<file path="src/rtl/perf_counter_bank.sv">
// Performance-counter bank: edge-detects IFU/ICache/LSU status levels into event and
// cycle counters, read through a valid/ready port with a tear-free high-word snapshot.
module perf_counter_bank #(
    parameter int unsigned CNT_W     = 64,
    parameter logic [31:0] MMIO_BASE = 32'ha000_0000,
    parameter logic [31:0] MMIO_END  = 32'hc000_0000
) (
    input  logic        clock,
    input  logic        reset,
    input  logic        enable,
    input  logic        clear,
    input  logic        ifu_valid,
    input  logic        icache_valid,
    input  logic        icache_start,
    input  logic        icache_isHit,
    input  logic        lsu_ren,
    input  logic        lsu_wen,
    input  logic [31:0] lsu_addr,
    input  logic        lsu_isWaiting,
    input  logic        req_valid,
    output logic        req_ready,
    input  logic [3:0]  req_idx,
    input  logic        req_hi,
    output logic        rsp_valid,
    input  logic        rsp_ready,
    output logic [31:0] rsp_data
);

    localparam int NUM_EV = 8;

    // prev bit order: {lsu_isWaiting, icache_valid, icache_start, ifu_valid}
    logic [3:0]       prev_q, prev_d;
    logic [3:0]       rise_s;
    logic             mmio_s;
    logic [NUM_EV-1:0] inc_s;

    // counter 0 is kept apart from the event counters 1..8 (ev_q[0..7])
    logic [CNT_W-1:0] cyc_q, cyc_d;
    logic [CNT_W-1:0] ev_q [NUM_EV];
    logic [CNT_W-1:0] ev_d [NUM_EV];

    logic             rsp_valid_q, rsp_valid_d;
    logic [31:0]      rsp_data_q, rsp_data_d;
    logic [31:0]      snap_q, snap_d;
    logic [CNT_W-1:0] sel_s;
    logic [31:0]      sel_hi_s;
    logic             req_ready_s;
    logic             accept_s;

    // Edge detection and per-event increment qualifiers
    always_comb begin
        prev_d   = {lsu_isWaiting, icache_valid, icache_start, ifu_valid};
        rise_s   = prev_d & ~prev_q;
        mmio_s   = (lsu_addr >= MMIO_BASE) && (lsu_addr < MMIO_END);
        inc_s[0] = rise_s[0];
        inc_s[1] = rise_s[1];
        inc_s[2] = rise_s[2] & icache_isHit;
        inc_s[3] = rise_s[2] & ~icache_isHit;
        inc_s[4] = rise_s[3] & lsu_ren;
        inc_s[5] = rise_s[3] & lsu_wen;
        inc_s[6] = lsu_isWaiting;
        inc_s[7] = rise_s[3] & (lsu_ren | lsu_wen) & mmio_s;
    end

    // Counter next-state: clear wins over increment, disable freezes
    always_comb begin
        cyc_d = cyc_q;
        for (int i = 0; i < NUM_EV; i++) begin
            ev_d[i] = ev_q[i];
        end
        if (clear) begin
            cyc_d = '0;
            for (int i = 0; i < NUM_EV; i++) begin
                ev_d[i] = '0;
            end
        end else if (enable) begin
            cyc_d = cyc_q + {{(CNT_W-1){1'b0}}, 1'b1};
            for (int i = 0; i < NUM_EV; i++) begin
                ev_d[i] = ev_q[i] + {{(CNT_W-1){1'b0}}, inc_s[i]};
            end
        end else begin
            cyc_d = cyc_q;
        end
    end

    // Read-port counter select; out-of-range indices read as zero
    always_comb begin
        sel_s = '0;
        case (req_idx)
            4'd0:    sel_s = cyc_q;
            4'd1:    sel_s = ev_q[0];
            4'd2:    sel_s = ev_q[1];
            4'd3:    sel_s = ev_q[2];
            4'd4:    sel_s = ev_q[3];
            4'd5:    sel_s = ev_q[4];
            4'd6:    sel_s = ev_q[5];
            4'd7:    sel_s = ev_q[6];
            4'd8:    sel_s = ev_q[7];
            default: sel_s = '0;
        endcase
        sel_hi_s = 32'(sel_s >> 32);
    end

    // Response hold/handshake; a low read refreshes the high-word snapshot
    always_comb begin
        req_ready_s = ~rsp_valid_q | rsp_ready;
        accept_s    = req_valid & req_ready_s;
        rsp_valid_d = rsp_valid_q;
        rsp_data_d  = rsp_data_q;
        snap_d      = snap_q;
        if (accept_s) begin
            rsp_valid_d = 1'b1;
            if (req_hi) begin
                rsp_data_d = snap_q;
            end else begin
                rsp_data_d = sel_s[31:0];
                snap_d     = sel_hi_s;
            end
        end else if (rsp_ready) begin
            rsp_valid_d = 1'b0;
        end else begin
            rsp_valid_d = rsp_valid_q;
        end
    end

    // State registers
    always_ff @(posedge clock or negedge reset) begin
        if (!reset) begin
            prev_q      <= 4'b0000;
            cyc_q       <= '0;
            for (int i = 0; i < NUM_EV; i++) begin
                ev_q[i] <= '0;
            end
            rsp_valid_q <= 1'b0;
            rsp_data_q  <= 32'h0000_0000;
            snap_q      <= 32'h0000_0000;
        end else begin
            prev_q      <= prev_d;
            cyc_q       <= cyc_d;
            for (int i = 0; i < NUM_EV; i++) begin
                ev_q[i] <= ev_d[i];
            end
            rsp_valid_q <= rsp_valid_d;
            rsp_data_q  <= rsp_data_d;
            snap_q      <= snap_d;
        end
    end

    assign req_ready = req_ready_s;
    assign rsp_valid = rsp_valid_q;
    assign rsp_data  = rsp_data_q;

endmodule

</file>
<file path="config.mk">
export PLATFORM = sky130hd
export DESIGN_NAME = perf_counter_bank
export DESIGN_NICKNAME = d
export VERILOG_FILES = /design/src/rtl/perf_counter_bank.sv
export SDC_FILE = /design/constraint.sdc
export NUM_CORES = 2
export LEC_CHECK = 0
export ABC_AREA = 1
export CORE_MARGIN = 2
export CORE_UTILIZATION = 55
export DETAILED_ROUTE_END_ITERATION = 12
export GPL_TIMING_DRIVEN = 1
export PLACE_DENSITY = 0.72
export SYNTH_ARGS = -nofsm -noshare
export SYNTH_HDL_FRONTEND = slang
export SYNTH_SLANG_ARGS = --single-unit
</file>
<file path="constraint.sdc">
create_clock -name clock -period 3.1 [get_ports clock]
set_clock_uncertainty 0.15 [all_clocks]
set_input_delay 0.93 -clock clock [delete_from_list [all_inputs] [get_ports clock]]
set_output_delay 0.93 -clock clock [all_outputs]
set_load 0.02 [all_outputs]
</file>
# Word level (Yosys, flattened, before mapping)
# Index checks and enable logic that the tools add are counted.
# op_classes
order_cmp,2
n_reduce_logical,5
n_addsub,9
bitwise,14
n_mux,8
n_eq_ne,8
# op_table
cell,count
512-bit 2-to-1 mux,2
64-bit case mux with 9 select lines,1
64-bit by 1-bit adder with 64-bit output,8
64-bit 2-to-1 mux,2
"64-bit by 1-bit adder with 64-bit output, second input constant",1
"32-bit greater-or-equal comparator, second input constant",1
"32-bit less-than comparator, second input constant",1
32-bit 2-to-1 mux,1
"4-bit by 3-bit == test with 1-bit output, second input constant",4
"4-bit by 2-bit == test with 1-bit output, second input constant",2
1-bit bitwise AND,7
4-bit bitwise AND,1
"4-bit by 1-bit == test with 1-bit output, second input constant",1
"4-bit == test, second input constant",1
4-bit logical NOT,1
4-bit inverter,1
2-bit nonzero test,2
1-bit inverter,3
1-bit 2-to-1 mux,2
1-bit OR,2
2-bit AND reduction,1
1-bit logical AND,1
# totals
in_bits,50
ff_bits,645
out_inout_bits,34
word_cells,59

# Depth between registers and ports, before layout
# logic_depth
word_depth,7
ltp_mapped,18

# Least setup slack after synthesis
# Ideal clock, no wire load.
# synth_path
path_type,input -> register
startpoint,in lsu_isWaiting
endpoint,reg ev_q[38] (netlist bit)
cell_stages,18
t_required_ns,2.879
path_slack_ns,0.124
arrival_time_ns,2.754
cell_sequence,inv_1 nor2_1 inv_1 nor2_1 nor2_1 nor3_1 ha_1 ha_1 nand3_1 nor2_2 nand2_2 nor2_2 nand2_2 nor2_2 nand2_1 nand2_1 inv_1 nor2_1
# synth_between
elab_chain_len,6
# synth_lines
item,line_no,rtl
start: declaration,19,"input logic lsu_isWaiting,"
4-bit bitwise AND,53,rise_s = prev_d & ~prev_q;
1-bit bitwise AND (2 in a row),62,inc_s[7] = rise_s[3] & (lsu_ren | lsu_wen) & mmio_s;
64-bit by 1-bit adder with 64-bit output,79,"ev_d[i] = ev_q[i] + {{(CNT_W-1){1'b0}}, inc_s[i]};"
512-bit 2-to-1 mux,76,end else if (enable) begin
512-bit 2-to-1 mux,71,if (clear) begin
end signal: indexed assignment,141,ev_q[i] <= ev_d[i];
end: declaration,39,logic [CNT_W-1:0] ev_q [NUM_EV];
# No other way between the ends. The select of a mux whose other input is x is not followed.
# A chain may end at the register's enable or synchronous reset.

# Worst setup path after layout
# layout_path
startpoint,in req_idx[1]
endpoint,"reg rsp_data_q[19], in the netlist rsp_data[19]"
# layout_between
elab_chain_len,3
word_cells_on_any_way,11
cone_classes,eq/ne: 8; mux: 2; reduce/logical: 1
# layout_lines
item,line_no,rtl
start: declaration,22,"input logic [3:0] req_idx,"
"4-bit == test, or another cell as far along",89,case (req_idx)
64-bit case mux with 9 select lines *,89,
32-bit 2-to-1 mux *,113,if (req_hi) begin
end signal: assignment,144,rsp_data_q <= rsp_data_d;
end: declaration,43,"logic [31:0] rsp_data_q, rsp_data_d;"
# Every way passes the cells marked *; elsewhere a longest branch is shown, timed or not.

==> run_results.csv <==
group,metric,value,unit
placement,dpl_cell_area,48400,sq um
power_and_ir_drop,p_seq_share,44.4,%
clock_network,cts-buffers-inserted,77,
sta,final-setup-viol-count,0,
yosys,synth_async_sr_flop_share,100,%
yosys,yosys_warnings,0,
yosys,synthesized_area,43200,sq um
power_and_ir_drop,vdd_drop_max,0.000369,V
sta,timing.fmax,0.325,GHz
floorplan,placementRows,102,
finish,stdcell_count,8437,
worst_setup_path,worst-setup-path-type,"input port to flip-flop",
worst_setup_path,cp-start-kind,"input port",
power_and_ir_drop,post-layout-total-power,19.3,mW
yosys,yosysTopAreaCellShare,37.3,%
placement,placed_cells,8291,
power_and_ir_drop,p_sw,5.02,mW
power_and_ir_drop,p_per_area,379,nW/um^2
global_route,grt_first_pass_wirelength,281000,microns
yosys,yosysUniqueCellTypes,44,
clock_network,cts_hold_repair.buffers,0,
worst_setup_path,critical_path_required,3.52,ns
sta,post-route-min-period,3.08,ns
floorplan,fp.dieW,284,microns
placement,numPortBuffers,54,
floorplan,die_h,284,microns
routing,number_of_iterations_in_the_first_detailed_routing_pass,7,
sta,timing_max_transition_violations_final,0,
global_route,number_of_antenna_violations_at_the_first_check_in_global_routing,9,
power_and_ir_drop,p_int,14.3,mW
floorplan,ioPinCount,84,
clock_network,cts_tree,"yes",
clock_network,post_cts.repair.setup_buffers,0,
yosys,synth-seq-area-share,37.3,%
clock_network,tritoncts_num_sinks,645,
routing,route.detailed.vias_per_inst,5.93,
clock_network,clk_pin_slew_worst_paths,0.06,ns
global_route,first_global_vias,45800,
routing,detailedRoute.firstIterationViolations,6604,
clock_network,insertion_delay,0.67,ns
clock_network,clk_root_buffer_cell,"clkbuf_16",
yosys,postSynthRegisterBits,645,
sta,worstMarginPinSlew,1.15,ns
yosys,yosys.area.top_type,"dfrtp_1",
worst_setup_path,maximum_fanout_along_the_worst_path,21,
placement,dp_wirelength,152000,microns
power_and_ir_drop,clock_power_share,49.0,%
power_and_ir_drop,power.share.switching,26.0,%
routing,ant_nets,0,
worst_setup_path,crit_path_end_kind,"flip-flop",
yosys,number_of_flops_mapped_to_enable_cells_by_yosys,0,
global_route,grt_util_all_layers,46.3,%
routing,wire_per_inst,22.6,microns
yosys,number_of_nets_produced_by_synthesis,6971,
sta,final_period_util,99.3,%
routing,dr_total_vias,50000,
run_status,run_status,"complete, no violations",
floorplan,full_die_area,80900,sq um
floorplan,initial_core_util,55.7,%
yosys,synthesized_area_divided_by_synthesized_cell_count,6.26,sq um
clock_network,cts.path.max_buffers,3,
yosys,yosys-top-cells-area,"dfrtp_1 (37%), nand2_1 (17%), nor2_1 (14%)",
finish,fin_area,51000,sq um
finish,area_growth_syn_to_layout,18.0,%
global_route,grt-ovfl-total,0,
power_and_ir_drop,comb_power_share,6.6,%
flow_run,cap_violations,0,
routing,drc,0,
placement,gp_congestion,1.08,
hold_path,min_path_type,"input port to async pin",
finish,drive_above_1_share,10.0,%
yosys,synth_top_flop_cell,"dfrtp_1",
sta,tns,0,ns
floorplan,floorplan_core_area,77600,sq um
sta,maxSlewHeadroom,23.4,%
finish,nets,7397,
routing,drt-total-wl,190000,microns
global_route,pin_count_of_the_biggest_net_entering_global_routing,94,
power_and_ir_drop,total_leakage_power,22.1,nW
clock_network,htree_num_levels,3,
yosys,synthesis.instances,6904,
sta,finalHoldViolations,0,
worst_setup_path,critPathArrivalTime,3.50,ns
sta,finalHoldWorstSlack,0.0862,ns
==> layout by cell type (no fill, tap or decap), drive strengths merged, types with 2 or more instances in the layout <==
| master | n |
|---|---|
| o22ai | 68 |
| ha | 17 |
| nor3b | 17 |
| nand3b | 32 |
| buf | 475 |
| and2 | 21 |
| nand3 | 516 |
| clkbuf | 107 |
| nand2 | 1960 |
| clkinvlp | 4 |
| nor2 | 1639 |
| a2bb2oi | 9 |
| nor4 | 5 |
| inv | 773 |
| nand4 | 160 |
| nor3 | 150 |
| o221ai | 6 |
| dfrtp | 645 |
| clkinv | 25 |
| diode | 3 |
| o211ai | 7 |
| o21ai | 346 |
| o211a | 2 |
| a31oi | 3 |
| and3 | 11 |
| bufinv | 5 |
| a21oi | 317 |
| o21a | 20 |
| clkdlybuf4s50 | 49 |
==> cell families after synthesis <==
group | count (synthesis) | share of synthesized area (%)
buf+inv | 950 | 8.48
xor+xnor | 1 | 0.0203
flops | 645 | 37.3
compound gates | 780 | 9.55
simple gates | 4511 | 44.1
fa+ha+maj | 17 | 0.492
==> worst max-delay path, cell delays in order <==
cell and delay (ns):
clkdlybuf4s50_1 0.51, buf_4 0.19, nor2_1 0.17, nand3_2 0.28, buf_4 0.32, o21ai_0 0.70
inv_1 0.11, nand3_1 0.11, nand2_1 0.05, a21oi_1 0.12
==> worst paths after layout <==
path	start	endpoint	slack [ns]	cells past startpoint
min reg2reg	snap_q[5]	snap_q[5]	0.33	2
max in group asynchronous	reset	ev_q[25]	1.73	3
min	reset	ev_q[325]	0.09	1
max	req_idx[1]	rsp_data[19]	0.02	10
min in group clock	snap_q[5]	snap_q[5]	0.33	2
max reg2reg	prev_q[3]	ev_q[188]	0.42	17
==> stage by stage <==
stage	util, %	worst slack, ns
5_1_grt	65.8	-0.0513
3_3_place_gp	62.4	-0.658
3_5_place_dp	62.4	-0.770
2_1_floorplan	-	0.124
4_1_cts	65.7	0.107
6_report	65.8	0.0202
==> state kept, by name, summed over array words and instances, names as in the netlist <==
signal,flops
cyc_q,64
ev_q,512
prev_q,4
rsp_data,32
rsp_valid,1
snap_q,32
==> layout make-up <==
class / count / area (sq um)
Clock inverter: 36 / 389
Inverter: 771 / 2900
Antenna cell: 3 / 7.51
Multi-Input combinational cell: 5309 / 23500
Tap cell: 1040 / 1300
Fill cell: 7267 / 26600
Sequential cell: 645 / 16100
Clock buffer: 107 / 2200
Timing Repair Buffer: 526 / 4580
==> layer usage <==
metal | part of all wire, % | global-route usage [%]
met4 | 8.2 | 31.1
met2 | 40 | 65.9
met3 | 13 | 14.1
met5 | 0.054 | 0
met1 | 38 | 60.5
==> cells in the mapped netlist, types with 3 or more instances <==
library cell and count:
nand2_4 10, nor3_1 147, nor4_1 5, nor3_2 3, nor3b_1 16, buf_2 37, buf_1 15, inv_2 6
o21a_1 20, nor2_8 7, a31oi_1 3, nand3_1 513, nand2_2 16, nor2_2 35, and3_1 11, o21ai_0 344
buf_4 6, inv_1 764, ha_1 17, o221ai_1 6, nor2_1 1560, dfrtp_1 645, and2_1 21, clkbuf_2 8
o22ai_1 68, nand4_1 160, a2bb2oi_1 9, nor2_4 37, a21oi_1 317, o211ai_1 7, clkbuf_1 111, nand2_1 1934
nand3b_1 32
==> power by group through the flow <==
stage                     Combinational, mW  Clock [mW]  Sequential, mW
after floorplan                       0.439           0            8.75
after global placement                 1.23           0            8.73
after detailed placement               1.24           0            8.73
after CTS                              1.25        9.47            8.58
after global routing                   1.35        9.79            8.58
final                                  1.28        9.48            8.58
==> timing repair <==
item | in CTS | in global routing
pin swaps | 0 | 3
endpoints found under the setup margin | 43 | 68
resized for setup | 5 | 19
Note: power is estimated with default switching activity, not from simulation.
